--- src/rtl/ram_port_arbiter_if.sv ---
// ram_port_arbiter_if
// Bundles the two requester ports, the tagged read-response channel and the
// single-port RAM connection of ram_port_arbiter into one interface.
//
// Signal summary:
//   req0/we0/addr0/wdata0 -> ack0 : requester port 0 (req held until ack)
//   req1/we1/addr1/wdata1 -> ack1 : requester port 1
//   rsp_valid/rsp_id/rsp_data     : read data returned with its owner id
//   ram_we/ram_addr/ram_din       : arbiter -> RAM
//   ram_dout                      : RAM -> arbiter (registered, 1-cycle latency)
//   busy                          : arbiter is in the middle of a transaction
//
// Modports:
//   master : the requester / RAM side (testbench or surrounding logic)
//   slave  : the arbiter itself
interface ram_port_arbiter_if #(
    parameter int ADDR_WIDTH = 4,
    parameter int DATA_WIDTH = 8
);
    logic                  req0;
    logic                  we0;
    logic [ADDR_WIDTH-1:0] addr0;
    logic [DATA_WIDTH-1:0] wdata0;
    logic                  ack0;

    logic                  req1;
    logic                  we1;
    logic [ADDR_WIDTH-1:0] addr1;
    logic [DATA_WIDTH-1:0] wdata1;
    logic                  ack1;

    logic                  rsp_valid;
    logic                  rsp_id;
    logic [DATA_WIDTH-1:0] rsp_data;

    logic                  ram_we;
    logic [ADDR_WIDTH-1:0] ram_addr;
    logic [DATA_WIDTH-1:0] ram_din;
    logic [DATA_WIDTH-1:0] ram_dout;

    logic                  busy;

    modport master (
        output req0, we0, addr0, wdata0,
        output req1, we1, addr1, wdata1,
        output ram_dout,
        input  ack0, ack1,
        input  rsp_valid, rsp_id, rsp_data,
        input  ram_we, ram_addr, ram_din,
        input  busy
    );

    modport slave (
        input  req0, we0, addr0, wdata0,
        input  req1, we1, addr1, wdata1,
        input  ram_dout,
        output ack0, ack1,
        output rsp_valid, rsp_id, rsp_data,
        output ram_we, ram_addr, ram_din,
        output busy
    );
endinterface

--- src/rtl/ram_port_arbiter.sv ---
// ram_port_arbiter
// Two-requester arbiter and sequencer in front of a single-port RAM with a
// registered read port. One transaction is in flight at a time:
//   write : IDLE -> WR -> IDLE            (ack in WR, RAM writes at end of WR)
//   read  : IDLE -> RD -> RSP -> IDLE     (ack in RD, response in RSP)
// When both ports request in IDLE the port that did not win last time is
// chosen (round-robin); port 0 wins the first contended grant after reset.
//
// Ports:
//   clk   : system clock, rising edge
//   rst_n : asynchronous active-low reset
//   bus   : ram_port_arbiter_if.slave (requester ports, response, RAM side)
//
// Configuration macro:
//   RAM_ARB_FIXED_PRIO_EN : when defined, port 0 always wins a contended
//                           grant; the last-grant register is still kept.
module ram_port_arbiter #(
    parameter int ADDR_WIDTH = 4,
    parameter int DATA_WIDTH = 8,
    parameter int DEPTH      = 16
) (
    input logic               clk,
    input logic               rst_n,
    ram_port_arbiter_if.slave bus
);

    // The arbiter passes addresses through untouched, so the RAM must cover
    // the whole address space.
    if (DEPTH != (1 << ADDR_WIDTH)) begin : gDepthCheck
        $error("ram_port_arbiter: DEPTH must equal 2**ADDR_WIDTH");
    end

    typedef enum logic [1:0] {
        IDLE = 2'd0,
        WR   = 2'd1,
        RD   = 2'd2,
        RSP  = 2'd3
    } state_t;

    state_t                state_q, state_d;
    logic                  last_gnt_q, last_gnt_d;
    logic                  gnt_id_q, gnt_id_d;
    logic [ADDR_WIDTH-1:0] addr_q, addr_d;
    logic [DATA_WIDTH-1:0] din_q, din_d;
    logic                  winner;
    logic                  winner_we;

    // Pick the port to serve if a grant is made this cycle. Only meaningful
    // while at least one request is present.
    always_comb begin
        winner = 1'b0;
        if (bus.req0 && bus.req1) begin
`ifdef RAM_ARB_FIXED_PRIO_EN
            winner = 1'b0;
`else
            winner = ~last_gnt_q;
`endif
        end else if (bus.req1) begin
            winner = 1'b1;
        end
        winner_we = winner ? bus.we1 : bus.we0;
    end

    // Next-state logic: requests are only looked at in IDLE, where the
    // winner's address/data are captured for the following WR or RD cycle.
    always_comb begin
        state_d    = state_q;
        last_gnt_d = last_gnt_q;
        gnt_id_d   = gnt_id_q;
        addr_d     = addr_q;
        din_d      = din_q;
        case (state_q)
            IDLE: begin
                if (bus.req0 || bus.req1) begin
                    gnt_id_d   = winner;
                    last_gnt_d = winner;
                    addr_d     = winner ? bus.addr1  : bus.addr0;
                    din_d      = winner ? bus.wdata1 : bus.wdata0;
                    state_d    = winner_we ? WR : RD;
                end
            end
            WR:      state_d = IDLE;
            RD:      state_d = RSP;
            RSP:     state_d = IDLE;
            default: state_d = IDLE;
        endcase
    end

    // State register. last_gnt resets to 1 so that port 0 wins the first
    // contended grant.
    always_ff @(posedge clk or negedge rst_n) begin
        if (!rst_n) begin
            state_q    <= IDLE;
            last_gnt_q <= 1'b1;
            gnt_id_q   <= 1'b0;
            addr_q     <= '0;
            din_q      <= '0;
        end else begin
            state_q    <= state_d;
            last_gnt_q <= last_gnt_d;
            gnt_id_q   <= gnt_id_d;
            addr_q     <= addr_d;
            din_q      <= din_d;
        end
    end

    // Strobes are decoded from the state register so that an asynchronous
    // reset clears them at once. The response fields are gated with RSP so
    // nothing stale leaks out between reads.
    assign bus.ram_we    = (state_q == WR);
    assign bus.ram_addr  = addr_q;
    assign bus.ram_din   = din_q;
    assign bus.ack0      = ((state_q == WR) || (state_q == RD)) && !gnt_id_q;
    assign bus.ack1      = ((state_q == WR) || (state_q == RD)) &&  gnt_id_q;
    assign bus.rsp_valid = (state_q == RSP);
    assign bus.rsp_id    = (state_q == RSP) && gnt_id_q;
    assign bus.rsp_data  = (state_q == RSP) ? bus.ram_dout : '0;
    assign bus.busy      = (state_q != IDLE);

endmodule

--- src/flat_wrapper.sv ---
// flat-port wrapper written by rule: the top's interface ports become plain ports
module ram_port_arbiter_flat 
#(
    parameter int ADDR_WIDTH = 4,
    parameter int DATA_WIDTH = 8,
    parameter int DEPTH      = 16
)
  (clk, rst_n, bus_req0, bus_we0, bus_addr0, bus_wdata0, bus_req1, bus_we1, bus_addr1, bus_wdata1, bus_ram_dout, bus_ack0, bus_ack1, bus_rsp_valid, bus_rsp_id, bus_rsp_data, bus_ram_we, bus_ram_addr, bus_ram_din, bus_busy);
  ram_port_arbiter_if #(.ADDR_WIDTH(ADDR_WIDTH), .DATA_WIDTH(DATA_WIDTH)) bus_i ();
  input logic clk;
  input logic rst_n;
  input wire logic [$bits(bus_i.req0)-1:0] bus_req0;
  input wire logic [$bits(bus_i.we0)-1:0] bus_we0;
  input wire logic [$bits(bus_i.addr0)-1:0] bus_addr0;
  input wire logic [$bits(bus_i.wdata0)-1:0] bus_wdata0;
  input wire logic [$bits(bus_i.req1)-1:0] bus_req1;
  input wire logic [$bits(bus_i.we1)-1:0] bus_we1;
  input wire logic [$bits(bus_i.addr1)-1:0] bus_addr1;
  input wire logic [$bits(bus_i.wdata1)-1:0] bus_wdata1;
  input wire logic [$bits(bus_i.ram_dout)-1:0] bus_ram_dout;
  output wire logic [$bits(bus_i.ack0)-1:0] bus_ack0;
  output wire logic [$bits(bus_i.ack1)-1:0] bus_ack1;
  output wire logic [$bits(bus_i.rsp_valid)-1:0] bus_rsp_valid;
  output wire logic [$bits(bus_i.rsp_id)-1:0] bus_rsp_id;
  output wire logic [$bits(bus_i.rsp_data)-1:0] bus_rsp_data;
  output wire logic [$bits(bus_i.ram_we)-1:0] bus_ram_we;
  output wire logic [$bits(bus_i.ram_addr)-1:0] bus_ram_addr;
  output wire logic [$bits(bus_i.ram_din)-1:0] bus_ram_din;
  output wire logic [$bits(bus_i.busy)-1:0] bus_busy;
  assign bus_i.req0 = bus_req0;
  assign bus_i.we0 = bus_we0;
  assign bus_i.addr0 = bus_addr0;
  assign bus_i.wdata0 = bus_wdata0;
  assign bus_i.req1 = bus_req1;
  assign bus_i.we1 = bus_we1;
  assign bus_i.addr1 = bus_addr1;
  assign bus_i.wdata1 = bus_wdata1;
  assign bus_i.ram_dout = bus_ram_dout;
  assign bus_ack0 = bus_i.ack0;
  assign bus_ack1 = bus_i.ack1;
  assign bus_rsp_valid = bus_i.rsp_valid;
  assign bus_rsp_id = bus_i.rsp_id;
  assign bus_rsp_data = bus_i.rsp_data;
  assign bus_ram_we = bus_i.ram_we;
  assign bus_ram_addr = bus_i.ram_addr;
  assign bus_ram_din = bus_i.ram_din;
  assign bus_busy = bus_i.busy;
  ram_port_arbiter #(.ADDR_WIDTH(ADDR_WIDTH), .DATA_WIDTH(DATA_WIDTH), .DEPTH(DEPTH)) u_core (.clk(clk), .rst_n(rst_n), .bus(bus_i));
endmodule
--- config.mk ---
export PLATFORM = sky130hd
export DESIGN_NAME = ram_port_arbiter_flat
export DESIGN_NICKNAME = d
export VERILOG_FILES = /design/src/rtl/ram_port_arbiter_if.sv /design/src/rtl/ram_port_arbiter.sv /design/src/flat_wrapper.sv
export SDC_FILE = /design/constraint.sdc
export NUM_CORES = 1
export LEC_CHECK = 0
export BUFFER_PORTS_ARGS = -buffer_cell sky130_fd_sc_hd__buf_2
export CAP_MARGIN = 20
export CORE_ASPECT_RATIO = 1.4
export CORE_UTILIZATION = 37
export CTS_CLUSTER_SIZE = 30
export DETAILED_ROUTE_END_ITERATION = 16
export GPL_TIMING_DRIVEN = 0
export PLACE_DENSITY = 0.73
export SLEW_MARGIN = 20
export SYNTH_ARGS = -nofsm -noshare
export SYNTH_HDL_FRONTEND = slang
export SYNTH_SLANG_ARGS = --single-unit
--- constraint.sdc ---
create_clock -name clk -period 1.4 [get_ports clk]
set_input_delay 0.42 -clock clk [delete_from_list [all_inputs] [get_ports clk]]
set_output_delay 0.42 -clock clk [all_outputs]
set_load 0.02 [all_outputs]
### Yosys cells after proc, flatten, opt, wreduce, memory -nomap -nowiden

Index checks and enable logic that the tools add are counted.

| storage, ports and cells | value |
|---|---|
| register bits | 16 |
| bits in latches | 0 |
| RAM bits | 0 |
| ROM bits | 0 |
| input port bits | 38 |
| output and inout port bits | 26 |
| word-level logic and storage cells | 30 |
| memories kept | 0 |

| cells by class | value |
|---|---|
| $add $sub $neg | 0 |
| multipliers | 0 |
| div/mod/pow operators | 0 |
| magnitude comparators | 0 |
| eq/ne operators | 4 |
| shift operators | 0 |
| muxes and demuxes | 9 |
| bitwise logic cells | 1 |
| reductions and logical operators | 11 |

Operators with widths:

| cell | number |
|---|---|
| two-way mux 8 bit | 2 |
| one-hot mux 2 bit (3 select lines) | 1 |
| equality test 2 bit, second input constant | 2 |
| logical AND 1 bit | 4 |
| two-way mux 2 bit | 2 |
| two-way mux 4 bit | 1 |
| two-way mux 1 bit | 3 |
| equality test 2 x 1 -> 1 bit, second input constant | 1 |
| logical NOT 2 bit | 1 |
| logical OR 1 bit | 2 |
| != test 2 x 1 -> 1 bit, second input constant | 1 |
| AND reduction 2 bit | 1 |
| nonzero test 2 bit | 1 |
| OR reduction 2 bit | 1 |
| logical NOT 1 bit | 1 |
| inverter 1 bit | 1 |

### Depth between registers and ports, before layout

Gate-level depths: netlist (run 1).

| logic depth | value |
|---|---|
| depth after elaboration | 6 |
| depth in mapped cells | 7 |
| mapped depth without buffers | 5 |

### Worst setup path after synthesis (run 1)

No wires, ideal clock.

| path | value |
|---|---|
| kind | flip-flop to output port |
| from | reg u_core.state_q[0] |
| to | out bus_ack0 |
| data arrival time | 1032 ps |
| required time | 980 ps |
| slack | -52 ps |
| stages on the path, launching flop included | 4 |
| path buffers | 0 |
| cells stage by stage | dfrtp_1 -> inv_1 -> ha_1 -> nor2b_1 |

| on the way | value |
|---|---|
| word-level cells in the longest chain between the ends | 3 |
| elaborated cells between the ends (all ways) | 4 |
| those cells by class | eq/ne (2); reduce/logical (2) |

RTL lines:

| item | line | text |
|---|---|---|
| start: declaration | ram_port_arbiter.sv:40 | `state_t state_q, state_d;` |
| start signal: assignment | ram_port_arbiter.sv:99 | `state_q <= state_d;` |
| equality test 2 x 1 -> 1 bit or equality test 2 bit (tied branches) | ram_port_arbiter.sv:113 | `assign bus.ack0 = ((state_q == WR) \|\| (state_q == RD)) && !gnt_id_q;` |
| logical OR 1 bit (*) | ram_port_arbiter.sv:113 |  |
| logical AND 1 bit (*) | ram_port_arbiter.sv:113 |  |
| end: declaration | flat_wrapper.sv:21 | `output wire logic [$bits(bus_i.ack0)-1:0] bus_ack0;` |

Every way passes the cells marked *; elsewhere a longest branch is shown, timed or not.

### Worst setup path in the final report (run 1)

| path | value |
|---|---|
| from | reg u_core.state_q[0] |
| to | out bus_rsp_data[2] |

| on the way | value |
|---|---|
| word-level cells in the longest chain between the ends | 2 |

RTL lines:

| item | line | text |
|---|---|---|
| equality test 2 bit | ram_port_arbiter.sv:117 | `assign bus.rsp_data = (state_q == RSP) ? bus.ram_dout : '0;` |
| two-way mux 8 bit | ram_port_arbiter.sv:117 |  |
| end: declaration | flat_wrapper.sv:25 | `output wire logic [$bits(bus_i.rsp_data)-1:0] bus_rsp_data;` |

Every way passes these cells.

==> reports/metrics.cfg, run 1 <==
[setup_path]
crit_arrival_ps=1310
required_ps=980
cp-start-kind=flop
cp_max_fo=10
path_class=flop to output port
crit_path_end_kind=output port
reg2reg_slack_ps=-100

[placed_design]
numPortBuffers=63
dp_hpwl_mm=1.96
routabilityCongestion=0.710
placed_cell_area_um2=1340

[floorplanning]
dieArea_um2=2860
die_h_um=62.8
io-pin-count=64
die_x_um=45.5
start_util_pct=40.0
std_cell_rows=21
core_area_um2=2440

[synthesis]
yosys_warnings=0
synth_area_leader_cell=dfrtp_1
ys_seq_area_share_pct=41.0
syn_nets=146
ys_ff_latch=16
synth.distinct_cells=24
synth_edf_count=0
async_flop_share_pct=100
synth_top_flop_cell=dfrtp_1
synth_cells=104
yosysMostFrequentCell=a21oi_2
synthTopCellsByCount=a21oi_2 (20), dfrtp_1 (15), nand2_1 (15)
synth_top_area_share_pct=38.4
synth_area_leaders=dfrtp_1 (38%), a21oi_2 (18%), and2_1 (6.4%), nand2_1 (5.8%), ha_1 (5.1%)
syn_avg_cell_area_um2=9.41
syn_area_um2=978

[global_route]
grt_antenna_before_repair=0
grt.overflow.total=0
grt_usage_pct=21.5
grt_max_degree=17
met1_usage_pct=22.8
grt_pass1_vias=1142
grt_use_met3_pct=2.31
grt_pass1_wl_mm=4.62
use_met2_pct=40.9
grt-busiest-layer=met2

[cells_and_area]
final_layout_size_suffix_gt1_share_pct=72.5
fillers=184
final_area_um2=1780
area_delta_synth_final_pct=82.4
nets=225
antenna_cells=0
final_core_util_pct=73.0

[clocking]
cts.sinks=16
clock_path_buffers=2
cts_tree=yes
clock_latency_ps=290
cts_root_buf=clkbuf_4
cts_buffers=3
path_clk_slew_ps=100
htreeDepth=1

[pwr]
p_total_mw=4.01
cellLeakagePower_nw=0.817
peakVddDrop_mv=1.33
power.density_nw_per_um2=2250

[route]
routed_wl_mm=3.17
vias=1056
wl_per_cell_um=14.7
drc=0
viasPerCell=4.89
ant_nets=0
drt_iter0_markers=19
dr.pass1.iters=4

[timing]
post-route-min-period_ps=1730
tightest_slew_ps=363
clock_skew_ps=2.24
fin_crit_sh_pct=123
final-hold-violation-count=0
fmax_mhz=578
finalSetupTns_ps=-4320
worst_slack_ps=-329
setup_viol=26
worst_hold_slack_ps=27.3
rsz0062_at_grt=yes
finalMaxSlewViolations=0
slew_headroom_pct=75.8

[worst_hold_path]
worstHoldPathType=input pin to async pin

[outcome]
violations=setup timing
status=finished with violations

[flow_run]
maxCapViolCount=0

-- final timing paths --
path,from,to,cells after the start
hold reg to reg,u_core.bus.ram_din[6],u_core.bus.ram_din[6],2
setup reg to reg,u_core.state_q[1],u_core.state_q[1],7
hold / removal,rst_n,u_core.bus.ram_addr[3],1
max in group asynchronous,rst_n,u_core.last_gnt_q,1
setup / recovery,u_core.state_q[0],bus_rsp_data[2],4
min in group clk,bus_addr0[1],u_core.bus.ram_addr[1],3
-- final cells by class --
cell class | instances | area (um2) | share of cell area, %
Multi-Input combinational cell | 80 | 717 | 40.2
Timing Repair Buffer | 75 | 526 | 29.5
Inverter | 3 | 13.8 | 0.771
Tap cell | 34 | 42.5 | 2.38
Buffer | 4 | 57.6 | 3.23
Sequential cell | 16 | 402 | 22.5
Clock buffer | 4 | 26.3 | 1.47
-- registers in the layout, summed over array words and instances (netlist names) --
signal	flops
u_core.state_q	2
u_core.last_gnt_q	1
u_core.bus.ram_addr	4
u_core.bus.ram_din	8
u_core.gnt_id_q	1
-- where the power goes --
| group | internal, mW | switching (mW) |
|---|---|---|
| Sequential | 0.708 | 0.205 |
| Clock | 0.111 | 0.152 |
| Combinational | 1.40 | 1.44 |
| Total | 2.22 | 1.79 |
-- worst max-delay path: stages, from the launching register on --
cell and delay [ps]:
dfrtp_1 410, buf_6 140, ha_4 180, and2_1 140, buf_2 150
-- routing by layer --
layer | share of wire [%] | vias up
met5 | 0 | -
met4 | 1.1 | 0
met3 | 5.9 | 4
met2 | 58 | 56
met1 | 35 | 492
li1 | - | 504
-- placed cells by master (no fill, tap or decap), types with 2 or more instances in the layout --
master,instances
and2_1,8
dfrtp_1,15
nand2_1,14
and2_4,2
a21oi_1,3
inv_2,2
buf_8,2
nor2b_4,2
clkbuf_4,3
nor2_2,8
a21oi_4,8
buf_2,52
a21oi_2,14
nor2_4,2
ha_4,3
buf_4,3
buf_6,20
nor2_1,2
-- per-stage QoR --
| stage | cells | setup WS (ps) |
|---|---|---|
| 4_1_cts | 209 | -305 |
| 3_3_place_gp | 201 | -116 |
| 2_1_floorplan | 104 | 33.8 |
| 6_report | 216 | -329 |
| 5_1_grt | 216 | -369 |
| 3_5_place_dp | 201 | -167 |
-- logic make-up after synthesis --
kind of cell	after synthesis	synth area share, %
adders and majority gates	4	5.12
AOI/OAI and AO/OA	35	29.5
DFF	16	41.0
buffers and inverters	8	4.99
and+or+nand+nor	41	19.3
-- repair_timing --
action,in CTS,in global routing
cloned,0,2
resized for setup,37,46
pin swaps,3,11
buffers inserted,4,7
hold buffers,0,0
setup endpoints to repair,27,27
Power figures use the tool's default switching activity.
==> inputs of run 2 (changes only) <==
Settings changed: CORE_UTILIZATION 37 to 39, CTS_BUF_LIST set to sky130_fd_sc_hd__clkbuf_4, PLACE_DENSITY 0.73 to 0.76.
==> run 2 against run 1 <==
Net effect: global-route usage down 2.9 points; largest cell class unchanged; clock power up 3%; sequential power down 4.3%; final cell count down 1.4%; clock-buffer cell count unchanged; core utilization down 7.5 points; highest routed layer unchanged; design area down 12%; critical path depth unchanged; clock skew up 7.2 ps; critical path type unchanged; the flow still finishes with violations (setup timing); largest power group unchanged.
==> reports/metrics.cfg, run 2 (same netlist as run 1, synthesis figures left out) <==
[clocking]
clock_path_buffers=2
cts_tree=yes
htreeDepth=1
cts_root_buf=clkbuf_4
clock_latency_ps=280
cts.sinks=16
path_clk_slew_ps=100
cts_buffers=3
hold_buffers=0

[floorplanning]
die_x_um=44.3
io-pin-count=64
core_area_um2=2390
dieArea_um2=2720
die_h_um=61.3
std_cell_rows=21
start_util_pct=40.9

[cells_and_area]
final_layout_size_suffix_gt1_share_pct=65.9
final_cell_mix=buf_2 (55), a21oi_2 (20), nand2_1 (15), dfrtp_1 (15), buf_6 (11)
antenna_cells=0
multi_input_area_um2=597
fillers=180
regArea_um2=402
nets=222
area_delta_synth_final_pct=60.1
final_common_cell=buf_2
largest_reg_flops=8

[setup_path]
cp_max_fo=10
path_class=flop to output port
required_ps=980
crit-reg2reg-capture=u_core.state_q[1]
crit_path_end_kind=output port
path_cells=buf_6 -> ha_4 -> and2_1 -> buf_2
cp-start-kind=flop
cpPeakStageDelay_ps=420
r2r_start=u_core.state_q[0]
cp_slowest_cell=dfrtp_1
reg2reg_slack_ps=10
reg2regPathDepth=6
crit_arrival_ps=1290
startpoint=u_core.state_q[0]

[global_route]
grt.overflow.total=0
grt_max_degree=17
grt_pass1_vias=928
grt_pass1_wl_mm=3.69
grt_antenna_before_repair=0
grt_usage_pct=18.6

[placed_design]
numPortBuffers=63
dp_hpwl_mm=1.90
routabilityCongestion=0.692

[pwr]
power.density_nw_per_um2=2210
cellLeakagePower_nw=0.769
p_total_mw=3.47
peakVddDrop_mv=1.13

[timing]
post-route-min-period_ps=1710
clock_skew_ps=9.47
setup_viol=14
tightest_slew_ps=359
slew_headroom_pct=75.8
final-hold-violation-count=0
fin_crit_sh_pct=122
fmax_mhz=586
finalMaxSlewViolations=0
rsz0062_at_grt=yes
worst_slack_ps=-307
worst_hold_slack_ps=30.2

[outcome]
status=finished with violations
violations=setup timing

[route]
dr.pass1.iters=4
viasPerCell=4.90
routed_wl_mm=2.67
wl_per_cell_um=12.5
ant_nets=0
drc=0
vias=1043
drt_iter0_markers=32

[flow_run]
maxCapViolCount=0

[worst_hold_path]
worstHoldPathType=input pin to async pin

[run 2: per-stage QoR]
step                TNS (ps)  cells  cell area, um2  util, %  worst slack, ps
floorplan                  0    104             983        -             33.8
global placement       -1350    201            1340     56.1             -111
detailed placement     -1780    201            1340     56.1             -147
CTS                    -4060    209            1460     61.0             -322
global route           -4740    213            1570     65.5             -374
finish                 -3780    213            1570     65.5             -307
[run 2: report_power, final]
part | internal, mW | leakage, nW | switching (mW) | total [mW]
clock | 0.130 | 0.0184 | 0.140 | 0.270
sequential | 0.707 | 0.182 | 0.166 | 0.873
combinational | 1.09 | 0.568 | 1.23 | 2.32
total | 1.93 | 0.769 | 1.54 | 3.47
[run 2: cell type report]
class | count | share of cell area [%]
multi-input cells | 80 | 38.1
repair buffers | 72 | 28.1
flip-flops and latches | 16 | 25.6
well taps | 34 | 2.72
plain buffers | 4 | 2.64
clock buffers | 4 | 1.92
inverters | 3 | 0.879
[run 2: how the worst max path moves through the flow]
| stage | to | cells past startpoint |
|---|---|---|
| floorplan | u_core.bus.ram_addr[1] | 7 |
| global placement | bus_busy | 5 |
| detailed placement | u_core.bus.ram_din[4] | 7 |
| CTS | bus_ack0 | 4 |
| global route | bus_rsp_data[7] | 4 |
| finish | bus_rsp_data[7] | 4 |
[run 2: per-layer routing]
layer / routed length (um) / track usage (%) / vias up
li1: - / - / 502
met3: 140 / 1.76 / 2
met2: 1560 / 38.4 / 49
met4: 20 / 9.09 / 0
met5: 0 / 0 / -
met1: 949 / 17.6 / 490
[run 2: critical path: cells and delay by family, from the launching register on]
kind	cells	cell delay [ps]
simple gates	1	140
flops	1	420
fa+ha+maj	1	170
buf+inv	2	290
[run 2: repair_timing]
| action | CTS | global route |
|---|---|---|
| pin swaps | 2 | 3 |
| cloned | 0 | 1 |
| endpoints found under the setup margin | 27 | 27 |
| resized for setup | 17 | 22 |
| setup buffers | 4 | 4 |
